===== config.mk =====
export PLATFORM = sky130hd
export DESIGN_NAME = router_pkt_src
export DESIGN_NICKNAME = d
export VERILOG_FILES = /design/src/rtl/router_pkt_src.sv
export SDC_FILE = /design/constraint.sdc
export NUM_CORES = 1
export LEC_CHECK = 0
export ABC_AREA = 0
export CORE_ASPECT_RATIO = 1.5
export CORE_UTILIZATION = 40
export CTS_CLUSTER_DIAMETER = 200
export DETAILED_ROUTE_END_ITERATION = 16
export DONT_BUFFER_PORTS = 1
export PLACE_DENSITY = 0.52
export SYNTH_ARGS = -nofsm -noshare
export SYNTH_HDL_FRONTEND = slang
export SYNTH_SLANG_ARGS = --single-unit

===== constraint.sdc =====
create_clock -name clk -period 6.9 [get_ports clk]
set_clock_uncertainty 0.2 [all_clocks]
set_input_delay 0.69 -clock clk [delete_from_list [all_inputs] [get_ports clk]]
set_output_delay 0.69 -clock clk [all_outputs]
set_load 0.05 [all_outputs]

===== src/rtl/router_pkt_src.sv =====
// router_pkt_src: buffered packet source for the 1x3 router input port.
// Loads a full payload, then bursts header, payload and parity under busy.
module router_pkt_src #(
  parameter int MAX_LEN = 63
) (
  input  logic       clk,
  input  logic       rstn,
  input  logic       start,
  input  logic [1:0] dest_addr,
  input  logic [5:0] payload_len,
  input  logic       bad_parity,
  input  logic [7:0] pl_data,
  input  logic       pl_valid,
  output logic       pl_ready,
  input  logic       busy,
  output logic       pkt_valid,
  output logic [7:0] data_out,
  output logic       tx_active,
  output logic       done,
  output logic       len_err
);

  localparam int AW = (MAX_LEN > 1) ? $clog2(MAX_LEN) : 1;

  typedef enum logic [2:0] {
    S_IDLE,
    S_LOAD,
    S_HEADER,
    S_PAYLOAD,
    S_PARITY,
    S_GAP
  } state_t;

  state_t          state_q, state_d;
  logic [1:0]      addr_q, addr_d;
  logic [5:0]      len_q, len_d;
  logic            inv_q, inv_d;
  logic [AW-1:0]   wcnt_q, wcnt_d;
  logic [AW-1:0]   rcnt_q, rcnt_d;
  logic [7:0]      acc_q, acc_d;
  logic            pkt_valid_q, pkt_valid_d;
  logic [7:0]      data_out_q, data_out_d;
  logic            tx_active_q, tx_active_d;
  logic            done_q, done_d;
  logic            len_err_q, len_err_d;

  logic [7:0]      mem_q [MAX_LEN];
  logic            wr_en;
  logic [AW-1:0]   last_idx;
  logic [7:0]      acc_nxt;

  assign pl_ready  = (state_q == S_LOAD);
  assign wr_en     = pl_ready && pl_valid;
  assign last_idx  = AW'(len_q - 6'd1);
  assign acc_nxt   = acc_q ^ data_out_q;

  assign pkt_valid = pkt_valid_q;
  assign data_out  = data_out_q;
  assign tx_active = tx_active_q;
  assign done      = done_q;
  assign len_err   = len_err_q;

  // Payload buffer write; contents survive reset by design.
  always_ff @(posedge clk) begin
    if (wr_en) mem_q[wcnt_q] <= pl_data;
  end

  // Next-state and registered-output decode; busy freezes all TX state.
  always_comb begin
    state_d     = state_q;
    addr_d      = addr_q;
    len_d       = len_q;
    inv_d       = inv_q;
    wcnt_d      = wcnt_q;
    rcnt_d      = rcnt_q;
    acc_d       = acc_q;
    pkt_valid_d = pkt_valid_q;
    data_out_d  = data_out_q;
    done_d      = 1'b0;
    len_err_d   = 1'b0;
    unique case (state_q)
      S_IDLE: begin
        if (start) begin
          if (payload_len == 6'd0) begin
            len_err_d = 1'b1;
          end else begin
            addr_d  = dest_addr;
            len_d   = payload_len;
            inv_d   = bad_parity;
            wcnt_d  = '0;
            state_d = S_LOAD;
          end
        end
      end
      S_LOAD: begin
        if (pl_valid) begin
          wcnt_d = wcnt_q + AW'(1);
          if (wcnt_q == last_idx) begin
            state_d     = S_HEADER;
            pkt_valid_d = 1'b1;
            data_out_d  = {len_q, addr_q};
            acc_d       = {len_q, addr_q};
          end
        end
      end
      S_HEADER: begin
        if (!busy) begin
          state_d    = S_PAYLOAD;
          rcnt_d     = '0;
          data_out_d = mem_q[0];
        end
      end
      S_PAYLOAD: begin
        if (!busy) begin
          acc_d  = acc_nxt;
          rcnt_d = rcnt_q + AW'(1);
          if (rcnt_q == last_idx) begin
            state_d     = S_PARITY;
            pkt_valid_d = 1'b0;
            data_out_d  = inv_q ? ~acc_nxt : acc_nxt;
          end else begin
            data_out_d = mem_q[rcnt_q + AW'(1)];
          end
        end
      end
      S_PARITY: begin
        if (!busy) begin
          state_d    = S_GAP;
          data_out_d = 8'h00;
          done_d     = 1'b1;
        end
      end
      S_GAP: begin
        state_d = S_IDLE;
      end
      default: begin
        state_d     = S_IDLE;
        pkt_valid_d = 1'b0;
        data_out_d  = 8'h00;
      end
    endcase
    tx_active_d = (state_d != S_IDLE);
  end

  // State, latched descriptor, counters and output registers.
  always_ff @(posedge clk or negedge rstn) begin
    if (!rstn) begin
      state_q     <= S_IDLE;
      addr_q      <= '0;
      len_q       <= '0;
      inv_q       <= 1'b0;
      wcnt_q      <= '0;
      rcnt_q      <= '0;
      acc_q       <= '0;
      pkt_valid_q <= 1'b0;
      data_out_q  <= '0;
      tx_active_q <= 1'b0;
      done_q      <= 1'b0;
      len_err_q   <= 1'b0;
    end else begin
      state_q     <= state_d;
      addr_q      <= addr_d;
      len_q       <= len_d;
      inv_q       <= inv_d;
      wcnt_q      <= wcnt_d;
      rcnt_q      <= rcnt_d;
      acc_q       <= acc_d;
      pkt_valid_q <= pkt_valid_d;
      data_out_q  <= data_out_d;
      tx_active_q <= tx_active_d;
      done_q      <= done_d;
      len_err_q   <= len_err_d;
    end
  end

endmodule


==> summary.txt, run 1 <==
Power and ir drop
  – VDD IR max: 0.261 mV
  – P_sw: 3.47 mW
  – Internal power: 6.59 mW
  – Sequential share of power: 41.1%
  – Power Density: 400 nW/um^2
  – Comb power frac: 32.0%
  – Clock network power share: 26.9%
  – Sw frac: 34.5%
  – Pwr Total: 10.1 mW
  – Lkg Pwr: 7.91 nW

Setup path
  – Worst EP required: 7.17 ns
  – Kind of critical path: flip-flop to flip-flop
  – Reg2reg start: rcnt_q[0]
  – Crit path launch: rcnt_q[0]
  – Setup crit end kind: flip-flop
  – Startpoint class of the critical path: flip-flop
  – CP arrival: 4.52 ns
  – Crit Path Max Fanout: 96

Synth
  – Top cells by count, synth: 504 x edfxtp_1, 130 x nand2_1, 117 x mux4_2, 93 x nor2_1
  – Ys flop type: edfxtp_1
  – Syn_nets: 1338
  – Synth top area cells: edfxtp_1 67%, mux4_2 12%, dfrtp_1 4.9%
  – Synth cell types: 64
  – Sequential area share after synthesis: 72.1%
  – Cell area after synthesis: 22500 um^2
  – Cell taking the most area after synthesis: edfxtp_1
  – Synth Area per Inst: 17.2 um^2
  – Synth top area share: 67.2%
  – Synth Warn #: 0
  – Ys async rst share: 8.03%
  – Top-count cell post-synth: edfxtp_1
  – Number of synthesized flops with an enable pin: 504
  – Synth Instances: 1313
  – Flops & latches, synth: 548

Timing
  – Hold Vio Cnt, Final: 0
  – Final worst path period share: 61.6%
  – Relative slew slack: 17.1%
  – TNS Setup: 0 ns
  – Tmin final: 4.25 ns
  – Worst slew pin tran: 1.24 ns
  – Peak Freq: 235 MHz
  – RSZ-0062 raised after global routing: no
  – Final hold slack: 0.0299 ns
  – Final Setup Violations: 0
  – Fin worst setup slack: 2.65 ns
  – Max-slew violation count: 0

Floorplan
  – Std cell rows: 106
  – Die Area: 57300 um^2
  – Chip height: 293 um
  – Placeable Area: 55700 um^2
  – IO Pins: 35
  – Die Wd: 196 um
  – Initial Util: 40.4%

Routing
  – Top sig layer: met4
  – Wirelength per Cell: 30.5 um
  – DR WL met3: 2.97 mm
  – DRC viols: 0
  – Routed Antenna Nets: 0
  – DR WL met2: 32.7 mm
  – First-pass DRT Iterations: 5
  – WL final: 63.0 mm
  – Initial DRC count: 1172
  – Detailed-route wire length on metal 1: 24.6 mm
  – Vias post-DR: 12200
  – Via/cell ratio: 5.90

Hold path
  – Worst Hold Launch: pl_data[4]
  – Hold crit path type: primary input to flip-flop

Clock tree
  – Skew-Pair Late Insertion Delay: 0.60 ns
  – Root buffer cell: clkbuf_16
  – Setup bufs post-CTS: 0
  – Sinks on the clock net: 548
  – CTS max path bufs: 3
  – Reg clk slew, reported paths: 0.07 ns
  – Hold_buf cts: 24
  – Clock buffer count from CTS: 51
  – CTS tree: done
  – CTS resizes: 0
  – H-tree depth: 2

Global route
  – Largest net degree at the start of global routing: 97
  – Number of global-route vias before repair: 12200
  – Initial antenna violation count: 1
  – Global-route wire length before repair: 90.4 mm
  – GRT Residual Overflow: 0
  – GRT Total Usage: 22.3%

Final layout
  – Design area: 25100 um^2
  – Fillcell total: 4782
  – Register area: 16200 um^2
  – Multi-input logic area: 5980 um^2
  – Nets: 1350
  – Post-Layout Cell Count: 2066
  – Share of cells above drive strength 1: 16.7%
  – Final design utilization: 45.1%
  – Layout area overhead: 11.6%

Placement
  – Setup WS pre-CTS: 2.59 ns
  – Placement-stage cell area: 23300 um^2
  – Dpl cells: 1948
  – RD Place Congestion: 0.924
  – # port buffers: 0
  – Post-DP HPWL: 37.1 mm

Run
  – # Max-Cap Violations: 0

Status
  – Status: complete, no violations
[layout make-up]
type | instances | area share (%)
Sequential cell | 548 | 64.6
Multi-Input combinational cell | 676 | 23.8
Antenna cell | 1 | 0.00996
Inverter | 10 | 0.149
Timing Repair Buffer | 38 | 1.68
Tap cell | 702 | 3.49
Clock buffer | 62 | 5.24
Clock inverter | 29 | 1.03
[worst max-delay path, cell delays in order (launching register included)]
cell and delay (ns):
dfrtp_4 0.96, buf_12 0.55, and3_1 0.38, nand3_1 0.14, xnor2_2 0.56, buf_4 0.35
nor4_1 0.10, a211oi_1 0.20, a221oi_1 0.12, a311o_1 0.31
[worst paths after layout]
kind | to | slack, ns | cells past startpoint
min | mem_q[46][4] | 0.03 | 0
max reg2reg | data_out[7] | 2.65 | 9
max | data_out[7] | 2.65 | 9
min reg2reg | acc_q[6] | 0.38 | 2
min in group asynchronous | data_out[6] | 0.44 | 2
max in group asynchronous | rcnt_q[0] | 5.82 | 2
[state kept, by name, summed over array words and instances, names as in the netlist, 2 cells and up]
name	cells
acc_q	8
addr_q	2
data_out	8
len_q	6
mem_q	504
rcnt_q	6
state_q	3
wcnt_q	6
[layer usage]
| metal | up-vias | GRT usage, % |
|---|---|---|
| met5 | - | 0 |
| met4 | 0 | 9.47 |
| met3 | 109 | 2.59 |
| met2 | 430 | 39.1 |
| met1 | 6448 | 28.0 |
| li1 | 5205 | - |
[power by group through the flow]
stage | combinational, mW | sequential, mW | clock [mW]
detailed placement | 3.19 | 4.21 | 0
floorplan | 2.35 | 3.99 | 0
global placement | 3.21 | 4.21 | 0
CTS | 3.26 | 4.14 | 2.76
global route | 3.44 | 4.16 | 2.88
finish | 3.22 | 4.14 | 2.71
[cells by family (layout without fill, tap and decap cells)]
group                      after synthesis  in the layout  share of synthesized area (%)
other                                    0              1                              0
DFF                                    548            548                           72.1
xor gates and xnor gates                37             37                           1.57
AOI/OAI and AO/OA                      143            143                           4.31
buffers and inverters                   89            139                           1.69
adders and majority gates                3              3                          0.167
muxes                                  143            143                           12.9
and+or+nand+nor                        350            350                           7.33
[placed cells by master (no fill, tap or decap), types with 4 or more instances in the layout]
cell type and n:
nand3_1 44, xor2_1 8, nand4_1 11, o31a_1 6
mux2i_1 21, nor3_1 8, edfxtp_1 504, inv_1 10
a211oi_1 5, clkbuf_1 11, nor4_1 4, and3_1 6
nor2b_1 13, xnor2_1 22, dlygate4sd3_1 22, a21oi_1 29
mux2_2 5, clkinv_1 14, o21ai_0 34, o2111ai_1 11
xnor2_2 4, buf_12 5, mux4_2 117, nand2b_1 11
clkbuf_16 51, a32oi_1 7, nand2_1 130, nor2_1 93
and2_1 5, a31oi_1 14, clkinv_2 4, buf_4 10
a22oi_1 8, or3_1 4, dfrtp_1 43, a41o_1 7
No activity file was read; power rests on OpenSTA's default activity.
==> run 2, diff against run 1 <==
==> constraint.sdc (replaced) <==
create_clock -name clk -period 4.16 [get_ports clk]
set_clock_uncertainty 0.2 [all_clocks]
set_input_delay 0.416 -clock clk [delete_from_list [all_inputs] [get_ports clk]]
set_output_delay 0.416 -clock clk [all_outputs]
set_load 0.05 [all_outputs]
==> summary.txt, run 2 (synthesis gave the netlist of run 1 again) <==
Clock tree
  – Root buffer cell: clkbuf_16 (unchanged)
  – Setup bufs post-CTS: 0 (unchanged)
  – Reg clk slew, reported paths: 0.07 ns (about the same)
  – CTS resizes: 0 (unchanged)
  – H-tree depth: 2 (unchanged)
  – CTS max path bufs: 3 (unchanged)
  – Sinks on the clock net: 548 (unchanged)
  – Skew-Pair Late Insertion Delay: 0.58 ns (was 0.60 ns)
  – Clock buffer count from CTS: 52 (was 51)
  – CTS tree: done (unchanged)

Setup path
  – RR Endpoint: data_out[5] (was data_out[7])
  – Reg2reg start: rcnt_q[2] (was rcnt_q[0])
  – Startpoint class of the critical path: flip-flop (unchanged)
  – Worst EP required: 4.45 ns (was 7.17 ns)
  – CP arrival: 3.90 ns (was 4.52 ns)
  – Setup crit end kind: flip-flop (unchanged)
  – Kind of critical path: flip-flop to flip-flop (unchanged)
  – Worst r2r path cells: 9 (unchanged)
  – Crit Path Max Fanout: 23 (was 96)
  – R2r setup slk: 0.55 ns (was 2.65 ns)

Run
  – # Max-Cap Violations: 0 (unchanged)

Status
  – Status: complete, no violations (unchanged)

Final layout
  – Commonest non-fill, non-tap cell in the layout: edfxtp_1 (unchanged)
  – Share of cells above drive strength 1: 22.5% (was 16.7%)
  – Largest reg by FF count: mem_q (unchanged)
  – Layout area overhead: 15.1% (was 11.6%)
  – Largest register FFs: 504 (unchanged)
  – Nets: 1430 (was 1350)
  – Antenna cell count: 0 (was 1)
  – Design area: 25900 um^2 (was 25100 um^2)
  – Most frequent cells in the layout: 504 x edfxtp_1, 130 x nand2_1, 117 x mux4_2, 93 x nor2_1, 89 x buf_4 (was 504 x edfxtp_1, 130 x nand2_1, 117 x mux4_2, 93 x nor2_1, 51 x clkbuf_16)

Routing
  – DRC viols: 0 (unchanged)
  – WL final: 57.4 mm (was 63.0 mm)
  – Via/cell ratio: 5.67 (was 5.90)
  – Routed Antenna Nets: 0 (unchanged)
  – Wirelength per Cell: 26.7 um (was 30.5 um)
  – Vias post-DR: 12200 (about the same)
  – First-pass DRT Iterations: 5 (unchanged)
  – Initial DRC count: 928 (was 1172)

Placement
  – Placement-stage cell area: 23900 um^2 (was 23300 um^2)
  – Setup WS pre-CTS: 0.533 ns (was 2.59 ns)
  – RD Place Congestion: 0.913 (was 0.924)
  – Post-DP HPWL: 37.6 mm (was 37.1 mm)
  – # port buffers: 0 (unchanged)

Timing
  – Final hold slack: 0.00737 ns (was 0.0299 ns)
  – Hold Vio Cnt, Final: 0 (unchanged)
  – Tmin final: 3.61 ns (was 4.25 ns)
  – RSZ-0062 raised after global routing: no (unchanged)
  – Relative slew slack: 37.7% (was 17.1%)
  – Fin worst setup slack: 0.550 ns (was 2.65 ns)
  – TNS Setup: 0 ns (unchanged)
  – Peak Freq: 277 MHz (was 235 MHz)
  – Final Setup Violations: 0 (unchanged)
  – Worst slew pin tran: 0.928 ns (was 1.24 ns)
  – Final worst path period share: 86.8% (was 61.6%)
  – Max-slew violation count: 0 (unchanged)

Hold path
  – Endpoint, Worst Hold: mem_q[52][7] (was mem_q[46][4])
  – Hold crit path type: primary input to flip-flop (unchanged)
  – Worst Hold Launch: pl_data[7] (was pl_data[4])
  – WHS Path Cells: 1 (was 0)

Floorplan
  – Die Wd: 196 um (unchanged)
  – Chip height: 293 um (unchanged)
  – Die Area: 57300 um^2 (unchanged)
  – Std cell rows: 106 (unchanged)
  – Initial Util: 40.4% (unchanged)
  – Placeable Area: 55700 um^2 (unchanged)
  – IO Pins: 35 (unchanged)

Global route
  – Initial antenna violation count: 0 (was 1)
  – GRT Total Usage: 20.4% (was 22.3%)
  – Largest net degree at the start of global routing: 70 (was 97)
  – Global-route wire length before repair: 84.7 mm (was 90.4 mm)
  – GRT Residual Overflow: 0 (unchanged)
  – Number of global-route vias before repair: 12500 (was 12200)

Power and ir drop
  – Lkg Pwr: 8.45 nW (was 7.91 nW)
  – VDD IR max: 0.434 mV (was 0.261 mV)
  – Power Density: 651 nW/um^2 (was 400 nW/um^2)
-- run 2: cell types whose count changed in the layout (fill, tap and decap cells not counted), moves of 2 or more --
cell / change
clkinv_4: -2
clkinv_1: -8
clkinv_2: +10
buf_4: +79
buf_16: +8
clkbuf_16: +2
bufinv_16: +2
dlygate4sd3_1: -8
-- run 2: what timing repair did --
| item | CTS | global route |
|---|---|---|
| hold buffers | 23 | 0 |
| hold endpoints to repair | 564 | 0 |
| endpoints found under the setup margin | 0 | 0 |
-- run 2: critical path, stage by stage, from the launching register on --
cell and delay [ns]:
dfrtp_1 0.42, buf_4 0.22, and3_1 0.26, xnor2_2 0.73, buf_4 0.45, nand2_1 0.10, a32oi_1 0.40, a31oi_1 0.24
o31a_1 0.34, o21ai_0 0.15
-- run 2: layer usage --
layer  up-vias  global-route usage, %  wire length, um
met5         -                      0                0
met4         0                   8.31             2270
met3        91                   2.23             2080
met2       304                   36.2            30000
met1      6387                   25.3            23000
li1       5378                      -                -
-- run 2: power by group --
part	total (mW)	leakage, nW	internal (mW)	switching, mW
sequential	6.71	5.08	6.22	0.492
clock	4.65	0.811	2.64	2.01
combinational	5.53	2.56	2.43	3.10
total	16.9	8.45	11.3	5.60
-- run 2: cell type report --
class,count,area (um^2)
sequential,548,16200
tap,702,878
clock inverter,29,278
fill,4771,29800
multi-input combinational,676,5980
timing repair buffer,117,1160
inverter,10,37.5
clock buffer,63,1360
-- run 2: worst max path at each step --
stage          startpoint      endpoint  slack, ns  cells after the start
3_3_place_gp    rcnt_q[2]   data_out[5]       0.51                      9
5_1_grt         rcnt_q[2]   data_out[5]       0.42                      9
2_1_floorplan  state_q[2]  mem_q[51][0]       0.86                      7
4_1_cts         rcnt_q[2]   data_out[5]       0.51                      9
6_report        rcnt_q[2]   data_out[5]       0.55                      9
3_5_place_dp    rcnt_q[2]   data_out[5]       0.53                      9
-- run 2: per-stage QoR --
stage,instances,utilization [%],power (mW)
after floorplan,1313,-,10.5
after global placement,2030,42.9,12.3
after detailed placement,2030,42.9,12.3
after CTS,2145,46.6,17.1
after global routing,2145,46.6,17.6
final,2145,46.6,16.9
